### src/rtl/mipi_rffe_master.sv
// rtl/mipi_rffe_master.sv - RFFE register write/read frame engine
// Purpose: turns one captured register-access command into a single RFFE
//          frame (SSC, command, write data or bus-park + read data, bus park).
//          All pin outputs come from registers, so sclk is glitch-free.
// Ports:
//   clk, rst_n                    engine clock, async active-low reset
//   cmd_vd/rd/sa/addr/wdata       command strobe and fields (taken while idle)
//   busy, done                    frame in progress / one-cycle end pulse
//   rd_data, parity_err           last read byte and its parity status
//   sclk, sdo, sdo_en, sdi        RFFE bus pins
module mipi_rffe_master #(
  parameter int HALF_DIV = 2
) (
  input  logic       clk,
  input  logic       rst_n,
  input  logic       cmd_vd,
  input  logic       cmd_rd,
  input  logic [3:0] cmd_sa,
  input  logic [4:0] cmd_addr,
  input  logic [7:0] cmd_wdata,
  output logic       busy,
  output logic       done,
  output logic [7:0] rd_data,
  output logic       parity_err,
  output logic       sclk,
  output logic       sdo,
  output logic       sdo_en,
  input  logic       sdi
);
  localparam int SLOT_LEN = 2 * HALF_DIV;
  localparam int SLOT_W   = $clog2(SLOT_LEN);
  localparam logic [SLOT_W-1:0] SLOT_LAST = SLOT_W'(SLOT_LEN - 1);
  localparam logic [SLOT_W-1:0] HIGH_LAST = SLOT_W'(HALF_DIV - 1);

  typedef enum logic [2:0] {
    S_IDLE, S_SSC_H, S_SSC_L, S_CMD, S_WDATA, S_BP_RD, S_RDATA, S_BP_END
  } state_t;

  state_t            state_q, state_d;
  logic [SLOT_W-1:0] slot_q, slot_d;
  logic [3:0]        bit_q, bit_d;
  logic              rd_q;
  logic [3:0]        sa_q;
  logic [4:0]        addr_q;
  logic [7:0]        wdata_q;
  logic [7:0]        shift_q;
  logic              rpar_q;
  logic              busy_q, done_q, perr_q, sclk_q, sdo_q, sdo_en_q;
  logic [7:0]        rd_data_q;
  logic              sclk_d, sdo_d, sdo_en_d;
  logic              accept, slot_end, state_end, frame_end, high_d;
  logic [3:0]        last_bit;
  logic [12:0]       cmd_word;
  logic [8:0]        wd_word;

  // Command type field is 3'b010 (write) / 3'b011 (read); odd parity on each word.
  assign cmd_word = {sa_q, 2'b01, rd_q, addr_q, ~^{sa_q, 2'b01, rd_q, addr_q}};
  assign wd_word  = {wdata_q, ~^wdata_q};

  always_comb begin
    case (state_q)
      S_CMD:            last_bit = 4'd12;
      S_WDATA, S_RDATA: last_bit = 4'd8;
      default:          last_bit = 4'd0;
    endcase
  end

  always_comb begin
    state_d   = state_q;
    slot_d    = slot_q;
    bit_d     = bit_q;
    accept    = 1'b0;
    frame_end = 1'b0;
    slot_end  = (slot_q == SLOT_LAST);
    state_end = slot_end && (bit_q == last_bit);
    if (state_q == S_IDLE) begin
      if (cmd_vd) begin
        accept  = 1'b1;
        state_d = S_SSC_H;
        slot_d  = '0;
        bit_d   = '0;
      end
    end else begin
      slot_d = slot_end ? '0 : slot_q + SLOT_W'(1);
      if (state_end) begin
        bit_d = '0;
        case (state_q)
          S_SSC_H: state_d = S_SSC_L;
          S_SSC_L: state_d = S_CMD;
          S_CMD:   state_d = rd_q ? S_BP_RD : S_WDATA;
          S_WDATA: state_d = S_BP_END;
          S_BP_RD: state_d = S_RDATA;
          S_RDATA: state_d = S_BP_END;
          S_BP_END: begin
            state_d   = S_IDLE;
            frame_end = 1'b1;
          end
          default: state_d = S_IDLE;
        endcase
      end else if (slot_end) begin
        bit_d = bit_q + 4'd1;
      end
    end
  end

  // Pin values are derived from the next state/counters and registered,
  // so they line up with the state they belong to.
  always_comb begin
    high_d   = (slot_d <= HIGH_LAST);
    sclk_d   = 1'b0;
    sdo_d    = 1'b0;
    sdo_en_d = 1'b0;
    case (state_d)
      S_SSC_H: begin
        sdo_d    = 1'b1;
        sdo_en_d = 1'b1;
      end
      S_SSC_L: sdo_en_d = 1'b1;
      S_CMD: begin
        sclk_d   = high_d;
        sdo_d    = cmd_word[4'd12 - bit_d];
        sdo_en_d = 1'b1;
      end
      S_WDATA: begin
        sclk_d   = high_d;
        sdo_d    = wd_word[4'd8 - bit_d];
        sdo_en_d = 1'b1;
      end
      // Park: drive 0 while sclk is high, then release for the slave.
      S_BP_RD: begin
        sclk_d   = high_d;
        sdo_en_d = high_d;
      end
      S_RDATA: sclk_d = high_d;
      S_BP_END: begin
        sclk_d   = high_d;
        sdo_en_d = high_d & ~rd_q;
      end
      default: ;
    endcase
  end

  always_ff @(posedge clk or negedge rst_n) begin
    if (!rst_n) begin
      state_q   <= S_IDLE;
      slot_q    <= '0;
      bit_q     <= '0;
      rd_q      <= 1'b0;
      sa_q      <= '0;
      addr_q    <= '0;
      wdata_q   <= '0;
      shift_q   <= '0;
      rpar_q    <= 1'b0;
      busy_q    <= 1'b0;
      done_q    <= 1'b0;
      perr_q    <= 1'b0;
      rd_data_q <= '0;
      sclk_q    <= 1'b0;
      sdo_q     <= 1'b0;
      sdo_en_q  <= 1'b0;
    end else begin
      state_q  <= state_d;
      slot_q   <= slot_d;
      bit_q    <= bit_d;
      busy_q   <= (state_d != S_IDLE);
      done_q   <= frame_end;
      sclk_q   <= sclk_d;
      sdo_q    <= sdo_d;
      sdo_en_q <= sdo_en_d;
      if (accept) begin
        rd_q    <= cmd_rd;
        sa_q    <= cmd_sa;
        addr_q  <= cmd_addr;
        wdata_q <= cmd_wdata;
        perr_q  <= 1'b0;
      end
      // Sample on the last high cycle, i.e. at the sclk falling edge.
      if (state_q == S_RDATA && slot_q == HIGH_LAST) begin
        if (bit_q == 4'd8) rpar_q <= sdi;
        else               shift_q <= {shift_q[6:0], sdi};
      end
      if (frame_end && rd_q) begin
        rd_data_q <= shift_q;
        perr_q    <= ~^{shift_q, rpar_q};
      end
    end
  end

  assign busy       = busy_q;
  assign done       = done_q;
  assign rd_data    = rd_data_q;
  assign parity_err = perr_q;
  assign sclk       = sclk_q;
  assign sdo        = sdo_q;
  assign sdo_en     = sdo_en_q;
endmodule

### config.mk
export PLATFORM = sky130hd
export DESIGN_NAME = mipi_rffe_master
export DESIGN_NICKNAME = d
export VERILOG_FILES = /design/src/rtl/mipi_rffe_master.sv
export SDC_FILE = /design/constraint.sdc
export NUM_CORES = 1
export LEC_CHECK = 0
export CAP_MARGIN = 20
export CELL_PAD_IN_SITES_DETAIL_PLACEMENT = 2
export CELL_PAD_IN_SITES_GLOBAL_PLACEMENT = 2
export CORE_MARGIN = 2
export CORE_UTILIZATION = 34
export CTS_CLUSTER_SIZE = 28
export DETAILED_ROUTE_END_ITERATION = 7
export PLACE_DENSITY = 0.82
export SLEW_MARGIN = 15
export SYNTH_ARGS = -nofsm -noshare
export SYNTH_HDL_FRONTEND = slang
export SYNTH_SLANG_ARGS = --single-unit
### constraint.sdc
create_clock -name clk -period 2.74 [get_ports clk]
set_input_delay 0.548 -clock clk [delete_from_list [all_inputs] [get_ports clk]]
set_output_delay 0.548 -clock clk [all_outputs]
set_load 0.005 [all_outputs]
# Word level (Yosys, flattened, before mapping)
# Cells that the tools add are included.
[classes] n_shift=0 bitwise=3 div=0 mul=0 muxes=27 n_reduce_logical=14 order_cmp=3 addsub=4 n_eq_ne=18
[op_table] op="$eq 3x3->1 const B" count=8
[op_table] op="$mux 4" count=4
[op_table] op="$pmux 3 s5" count=1
[op_table] op="$eq 3x2->1 const B" count=4
[op_table] op="$reduce_xnor 12->1" count=1
[op_table] op="$mux 1" count=11
[op_table] op="$lt 4x5->1 const B" count=2
[op_table] op="$mux 3" count=3
[op_table] op="$reduce_xnor 9->1" count=1
[op_table] op="$bmux 1 s4" count=2
[op_table] op="$pmux 4 s2" count=1
[op_table] op="$reduce_xnor 8->1" count=1
[op_table] op="$sub 4x4->4 const A" count=2
[op_table] op="$eq 3x1->1 const B" count=2
[op_table] op="$mux 2" count=3
[op_table] op="$pmux 1 s3" count=2
[op_table] op="$reduce_or 5->1" count=1
[op_table] op="$add 4x1->4 const B" count=1
[op_table] op="$eq 4x4->1" count=1
[op_table] op="$eq 4x4->1 const B" count=1
[op_table] op="$reduce_and 2->1" count=2
[op_table] op="$reduce_or 4->1" count=1
[op_table] op="$logic_and 1x1->1" count=3
[op_table] op="$logic_not 3->1" count=1
[op_table] op="other kinds (9)" count=10
[totals] regBits=50 in_bits=22 word_cells=85 memories=0 latchBits=0 ram_bits=0 rom_bits=0

# Depth between registers and ports, before layout
# Gate-level depths: netlist of run 1.
[logic_depth] ltp_word=11 depth_mapped=17 ltp_nobuf=14

# Worst setup path after synthesis of run 1
# No wires, ideal clock.
[synth_timing] path_type="register to register" from="reg bit_q[0]" to="reg sdo_q (netlist: sdo)" stages_incl_launch_ff=18 required_ns=2.611 n_path_buf=3 period_less_slack_ns=3.037 path_slack_ns=-0.297 arrival_ns=2.908 setup_time_ns=0.129 path_cell_list="dfrtp_1 buf_2 inv_1 ha_1 nor4bb_1 a2bb2oi_2 o2111ai_2 o21a_1 buf_6 ha_1 clkbuf_1 inv_1 nand2_1 mux2i_1 nand3_1 and4b_4 o311ai_4 o22ai_2"
[synth_via] elab_chain_cells=8 elab_cells_between_ends=19 classes_between="add/sub (3); eq/ne (4); mux (11); reduce/logical (1)"
[synth_rtl] element="from (decl)" line="41" source="logic [3:0] bit_q, bit_d;"
[synth_rtl] element="from (signal assigned)" line="164" source="bit_q <= bit_d;"
[synth_rtl] element="$add 4x1->4 or $eq 4x4->1 (tied branches)" line="101, 75"
[synth_rtl] element="$mux 4 or $logic_and 1x1->1 (tied branches)" line="100, 75"
[synth_rtl] element="$mux 4" line="85" source="if (state_end) begin"
[synth_rtl] element="$mux 4" line="76" source="if (state_q == S_IDLE) begin"
[synth_rtl] element="$sub 4x4->4 (on tied branches)" line="126, 121"
[synth_rtl] element="$bmux 1 s4 (on tied branches)" line="126, 121"
[synth_rtl] element="$mux 1 (on tied branches)" line="126, 121"
[synth_rtl] element="$pmux 1 s3 (*)" line="113" source="case (state_d)"
[synth_rtl] element="named net sdo_d" line="50" source="logic sclk_d, sdo_d, sdo_en_d;"
[synth_rtl] element="to (signal assigned)" line="168" source="sdo_q <= sdo_d;"
[synth_rtl] element="to (decl)" line="48" source="logic busy_q, done_q, perr_q, sclk_q, sdo_q, sdo_en_q;"
# The timed path passes the listed nets; every way through them passes the cells marked *. The select of a mux whose other input is x is not followed.
# A chain may end at the register's enable or synchronous reset.

# Worst setup path in the final report of run 1
[layout_timing] from="reg slot_q[1]" to="reg sdo_q (netlist: sdo)"
[layout_via] elab_chain_cells=8 elab_cells_between_ends=17 classes_between="add/sub (2); eq/ne (4); mux (10); reduce/logical (1)"
[layout_rtl] element="from (decl)" line="40" source="logic [SLOT_W-1:0] slot_q, slot_d;"
[layout_rtl] element="from (signal assigned)" line="163" source="slot_q <= slot_d;"
[layout_rtl] element="$eq 2x2->1 (*)" line="74" source="slot_end = (slot_q == SLOT_LAST);"
[layout_rtl] element="$mux 4 or $logic_and 1x1->1 (tied branches)" line="100, 75"
[layout_rtl] element="$mux 4" line="85"
[layout_rtl] element="$mux 4" line="76"
[layout_rtl] element="$sub 4x4->4 (on tied branches)" line="126, 121"
[layout_rtl] element="$bmux 1 s4 (on tied branches)" line="126, 121"
[layout_rtl] element="$mux 1 (on tied branches)" line="126, 121"
[layout_rtl] element="$pmux 1 s3 (*)" line="113"
[layout_rtl] element="named net sdo_d" line="50"
# Marks and branches as above.

==> metrics.md, run 1 <==
| Metric | Value |
|---|---|
| Status | finished, final reports clean |
| CTS tree | done |
| Hold WS | 0.332 ns |
| Layout fillers | 828 |
| Die Span X | 96 um |
| H-tree levels | 2 |
| Die Y | 96 um |
| Number of detailed-route iterations in the first pass | 4 |
| Post-synth EDFFs | 0 |
| GR Util All Layers | 19.7% |
| FP Rows | 33 |
| Rel. slew slack | 56.2% |
| Core area | 0.00822 mm2 |
| Switching part of the total | 22.0% |
| Sequential share of power | 54.0% |
| CTS Buffer Depth | 2 |
| Clock Latency Late Sink | 0.32 ns |
| Post-synthesis cell count | 245 |
| PwrDens | 364 mW/mm2 |
| Largest cells by area after synthesis | dfrtp_1 43%, mux2_2 13%, xnor2_1 6.7% |
| Commonest non-fill, non-tap cell in the layout | dfrtp_1 |
| Max-slew violations | 0 |
| Worst min path class | in -> async |
| Synth warnings | 0 |
| Post-synthesis cell area | 0.00288 mm2 |
| Pint | 0.00107 W |
| Least-Margin Pin Slew | 0.657 ns |
| Clock-pin slew on the worst setup and hold paths | 0.11 ns |
| DR vias/cell | 5.20 |
| DRC Markers | 0 |
| Vias post-DR | 2167 |
| Setup violators final | 0 |
| Reg2reg start | slot_q[1] |
| Syn Nets | 272 |
| Vias in the first global route | 2440 |
| Initial antenna violation count | 0 |
| ANT cells | 0 |
| Clock share of power | 42.6% |
| Final cycle utilization of the critical path | 98.9% |
| Root cell of the clock tree | clkbuf_8 |
| Startpoint Class | register |
| Fmax | 369 MHz |
| Finished Core Util | 45.7% |
| Worst r2r path cells | 12 |
| Worst-path fanout max | 6 |
| Commonest non-fill, non-tap cells in the layout | 49 x dfrtp_1, 34 x buf_4, 33 x mux2_2, 33 x clkdlybuf4s50_1, 22 x xnor2_1 |
| I/O pin total | 36 |
| Nets | 338 |
| Yosys top cell area share | 43.5% |
| Worst VDD drop | 0.000229 V |
| Global placer's final weighted congestion | 0.784 |
| Tot Pwr | 0.00137 W |
| Multi-input logic area | 0.00158 mm2 |
| Gate power share | 3.4% |
| Reg-to-reg critical path endpoint | sdo |
| DR iter-0 viols | 153 |
| Sequential area share after synthesis | 43.5% |
| Worst Setup End Kind | register |
| Mean Syn Cell Area | 11.7 um2 |
| Final Hold Vio Count | 0 |
| TNS Setup | 0 ns |
| Total grt overflow | 0 |
| Routed WL per cell | 20.0 um |
| First-pass GRT wire length | 13400 um |
| Die Footprint | 0.00922 mm2 |
| Switch Pwr | 0.000301 W |
| Share of layout cells above drive strength 1 | 34.3% |
| Area leader, netlist | dfrtp_1 |
| Max cap viols | 0 |
| Number of CTS-inserted buffers | 5 |
| Crit Path Category | reg -> reg |
| Initial core utilization | 35.0% |
| Final wirelength | 8350 um |
| Minimum clock period | 2.71 ns |
| Post-CTS Hold Buffers | 0 |
| Library cells used by synthesis | 58 |
| Worst Path Arrival | 2.91 ns |
| Register Area | 0.00125 mm2 |
| Register bit total from synthesis | 50 |
| Top FF cell, synth | dfrtp_1 |
| Post-synth ARST share | 100% |
| Final Skew | 0.0106 ns |
| TritonCTS sink count | 50 |
| Req. time, crit path | 2.94 ns |
| Antenna-violating nets left | 0 |
| Port-buffer cells | 35 |
| Largest net degree at the start of global routing | 51 |
| Static leakage | 1.59 nW |
| Area delta synth->final | 30.5% |
| RSZ-0062 raised after global routing | yes |
| Post-DP HPWL | 5790 um |
| Internal reg-to-reg setup slack | 0.03 ns |
[layout make-up]
| type | count | area share [%] |
|---|---|---|
| Clock buffer | 6 | 2.20 |
| Timing Repair Buffer | 71 | 16.6 |
| Inverter | 12 | 1.40 |
| Sequential cell | 50 | 33.3 |
| Clock inverter | 2 | 1.03 |
| Tap cell | 105 | 3.50 |
| Multi-Input combinational cell | 171 | 42.0 |
[logic make-up (layout without fill, tap and decap cells)]
family	Yosys count	after routing	share of synthesized area, %
simple gates	58	58	12.1
flops	50	50	43.5
compound gates	44	44	14.0
mux	38	38	15.1
xor+xnor	26	26	8.83
buf+inv	24	91	4.39
fa+ha+maj	5	5	2.17
[per-layer routing]
layer  up-vias  track usage, %  part of all wire [%]
li1       1006               -                     -
met2        35            34.9                    54
met4         0            8.45                   3.0
met3        15            2.82                   2.0
met1      1111            23.8                    41
met5         -               0                     0
[sequential cells by signal (all words and copies together), names as in the netlist, 2 cells and up]
signal / flops
addr_q: 5
bit_q: 4
state_q: 3
slot_q: 2
shift_q: 8
sa_q: 4
wdata_q: 8
rd_data: 8
[through the flow]
step	instances	instance area, um2	setup slack (ns)
2_1_floorplan	245	2940	-0.0393
3_3_place_gp	402	3540	-0.386
3_5_place_dp	402	3540	-0.454
4_1_cts	411	3690	0.0152
5_1_grt	417	3760	-0.125
6_report	417	3760	0.0295
[synth_stat cells, types with 4 or more instances]
| cell | instances |
|---|---|
| dfrtp_1 | 50 |
| mux2_2 | 33 |
| xnor2_1 | 22 |
| nor2_1 | 13 |
| nand2_1 | 12 |
| inv_1 | 11 |
| o21ai_0 | 8 |
| and2_1 | 6 |
| nand3_1 | 6 |
| ha_1 | 5 |
| buf_2 | 4 |
| clkbuf_1 | 4 |
| mux2i_1 | 4 |
| o211ai_1 | 4 |
[what timing repair did]
action | CTS | global route
endpoints found under the setup margin | 1 | 1
setup buffers | 1 | 6
gates resized for setup | 5 | 6
pin swaps | 3 | 11
hold endpoints to repair | 0 | 0
[power groups by stage]
stage | Clock, W | Combinational (W) | Sequential, W
after global placement | 0 | 0.0000474 | 0.000752
after CTS | 0.000598 | 0.0000484 | 0.000737
final | 0.000582 | 0.0000467 | 0.000737
after floorplan | 0 | 0.000000286 | 0.000752
after detailed placement | 0 | 0.0000487 | 0.000752
after global routing | 0.000624 | 0.0000511 | 0.000738
[worst max-delay path by stage]
| stage | startpoint | end |
|---|---|---|
| 6_report | slot_q[1] | sdo |
| 3_5_place_dp | cmd_vd | sdo |
| 4_1_cts | slot_q[1] | sdo |
| 2_1_floorplan | slot_q[0] | sdo |
| 5_1_grt | slot_q[1] | sdo |
| 3_3_place_gp | cmd_vd | sdo |
[worst max-delay path, cell delays in order (launching register included)]
cell and delay (ns):
dfrtp_1 0.43, ha_4 0.19, nor4bb_4 0.15, a2bb2oi_2 0.17
o2111ai_2 0.16, o21a_1 0.27, ha_4 0.32, buf_6 0.11
buf_6 0.09, o211ai_1 0.10, and4b_4 0.22, o311ai_4 0.27
o22ai_2 0.10
Power figures use the tool's default switching activity.
==> inputs of run 2 (changes only) <==
Settings changed: SLEW_MARGIN 15 to 30.
==> results of run 2 <==
No change in the layout: final DEF, timing and power equal those of run 1.
==> RTL edit (settings of run 2) <==
Set the parameter `HALF_DIV` to 1 (it was 2).
--- a/src/rtl/mipi_rffe_master.sv
+++ b/src/rtl/mipi_rffe_master.sv
@@ -9,7 +9,7 @@
 //   rd_data, parity_err           last read byte and its parity status
 //   sclk, sdo, sdo_en, sdi        RFFE bus pins
 module mipi_rffe_master #(
-  parameter int HALF_DIV = 2
+  parameter int HALF_DIV = 1
 ) (
   input  logic       clk,
   input  logic       rst_n,
Behaviour: not the same (a bounded check fails within 4 cycles, from zero or initial values and one cycle with rst_n low).
==> RTL edit against run 2 <==
- the run now ends with negative setup slack left
- routed wire length shrank 2.4%
- cell area fell by 3.9%
- sequential cell count shrank 1
- setup slack got worse by 0.12 ns
- area after synthesis shrank 6.9%
- utilization grew 1.3 points
- critical path depth is 1 higher
- non-clock buffer count decreased by 2
- highest routed layer unchanged
Power is left out: it rests on default switching activity, and per cell area and clock period it moved more than threefold.
==> RTL edit: results (changes against run 2) <==
stage;metric;value;unit;change
sta;WHS;0.0654;ns;was 0.332 ns
route;Via Count;2031;;was 2167
grt;grt met3 use;2.12;%;was 2.82%
route;DR top layer;met4;;unchanged
status;status;complete, but fails checks;;was complete, no violations
grt;initial antenna violation count;0;;unchanged
layout;fillers;793;;was 828
place;dpl cells;373;;was 402
place;Post-DP Area;0.00333;sq mm;was 0.00354 sq mm
sta;Final WS setup;-0.0868;ns;was 0.0295 ns
place;port bufs;35;;unchanged
grt;met2 Use GR;31.6;%;was 34.9%
route;Routed met3 length;146;um;was 164 um
yosys;asr flop ratio synth;100;%;unchanged
yosys;leading post-synthesis cells by cell area;dfrtp_1 (46%), mux2_2 (15%), xnor2_1 (5.9%), xor2_1 (2.3%), ha_1 (1.4%);;was dfrtp_1 (43%), mux2_2 (13%), xnor2_1 (6.7%), ha_1 (2.2%), nor2_1 (1.7%)
route;Via density;5.21;;was 5.20
place;routability-driven placement congestion ratio;0.854;;was 0.784
place;pre-CTS setup slack;-0.184;ns;was -0.454 ns
yosys;Synth top cells by count;dfrtp_1 (49), mux2_2 (36), xnor2_1 (18);;was dfrtp_1 (50), mux2_2 (33), xnor2_1 (22)
yosys;post-synthesis net count;241;;was 272
route;met2 WL;4380;um;was 4490 um
yosys;post-synthesis sequential area ratio;45.8;%;was 43.5%
status;violated checks;negative setup slack;;
sta;setup TNS;-0.0868;ns;was 0 ns
sta;Slew HR;62.2;%;was 56.2%
grt;first-pass GRT wire length;11800;um;was 13400 um
route;M1 wire length;3520;um;was 3440 um
layout;share of cells above drive strength 1;41.3;%;was 34.3%
grt;GR Util met1;22.2;%;was 23.8%
layout;nets@finish;312;;was 338
yosys;library cells used by synthesis;65;;was 58
setup_path;cells on worst reg2reg path;13;;was 12
grt;vias in the first global route;2253;;was 2440
route;Wirelength per Cell;20.9;um;was 20.0 um
layout;# diodes;0;;unchanged
route;Pre-Repair DR Iteration Count;4;;unchanged
sta;setup violators final;1;;was 0
grt;GRT Total Usage;17.6;%;was 19.7%
place;dpl hpwl;5570;um;was 5790 um
route;Initial DRC Count;75;;was 153
yosys;Syn Inst Count;216;;was 245
sta;Final Skew;0.0142;ns;was 0.0106 ns
setup_path;worst-path maximum fanout;5;;was 6
setup_path;FF-to-FF Start;bit_q[0];;was slot_q[1]
grt;maximum number of pins on one net before global-route repair;25;;was 51
[RTL edit: changes by cell type after synthesis, moves of 5 or more]
cell | before | now
o21ai_0 | 8 | 2
nand2_1 | 12 | 7
and2_1 | 6 | 1
nand3b_1 | 0 | 5
xor2_1 | 2 | 7
[RTL edit: final cells by class]
cell class                 instances  area (sq um)  area share (%)
multi-input combinational        153          1500            41.5
sequential                        49          1230            34.0
timing repair buffer              69           601            16.6
tap                              102           128            3.53
clock buffer                       5          68.8            1.91
clock inverter                     3          47.5            1.32
inverter                           9          41.3            1.14
[RTL edit: logic make-up after synthesis]
family | after synthesis | share of synthesized area (%)
simple gates | 55 | 13.5
flops | 49 | 45.8
mux | 40 | 17.3
compound gates | 28 | 9.06
xor+xnor | 27 | 10.0
buf+inv | 14 | 2.94
fa+ha+maj | 3 | 1.40
[RTL edit: timing repair]
item,4_1_cts,5_1_grt
pin swaps,3,10
gates resized for setup,2,17
setup endpoints to repair,1,9
setup buffers,2,7
[RTL edit: critical path, cell delays in order (launching register included)]
cell,delay [ns]
dfrtp_1,0.41
inv_2,0.09
ha_4,0.13
or2b_4,0.28
nor4_4,0.29
or2_1,0.21
nor2_2,0.06
a2bb2oi_2,0.23
ha_4,0.26
inv_2,0.11
nor2_1,0.08
a221oi_2,0.30
o311ai_2,0.15
o22ai_2,0.17
[RTL edit: worst max-delay path by stage]
stage | startpoint | to | slack [ns] | depth (start not counted)
floorplan | bit_q[0] | sdo | 0.005 | 12
global placement | bit_q[0] | sdo | -0.02 | 13
detailed placement | bit_q[1] | sdo | -0.18 | 13
CTS | bit_q[1] | sdo | -0.1 | 14
global route | bit_q[0] | sdo | -0.24 | 13
finish | bit_q[0] | sdo | -0.09 | 13
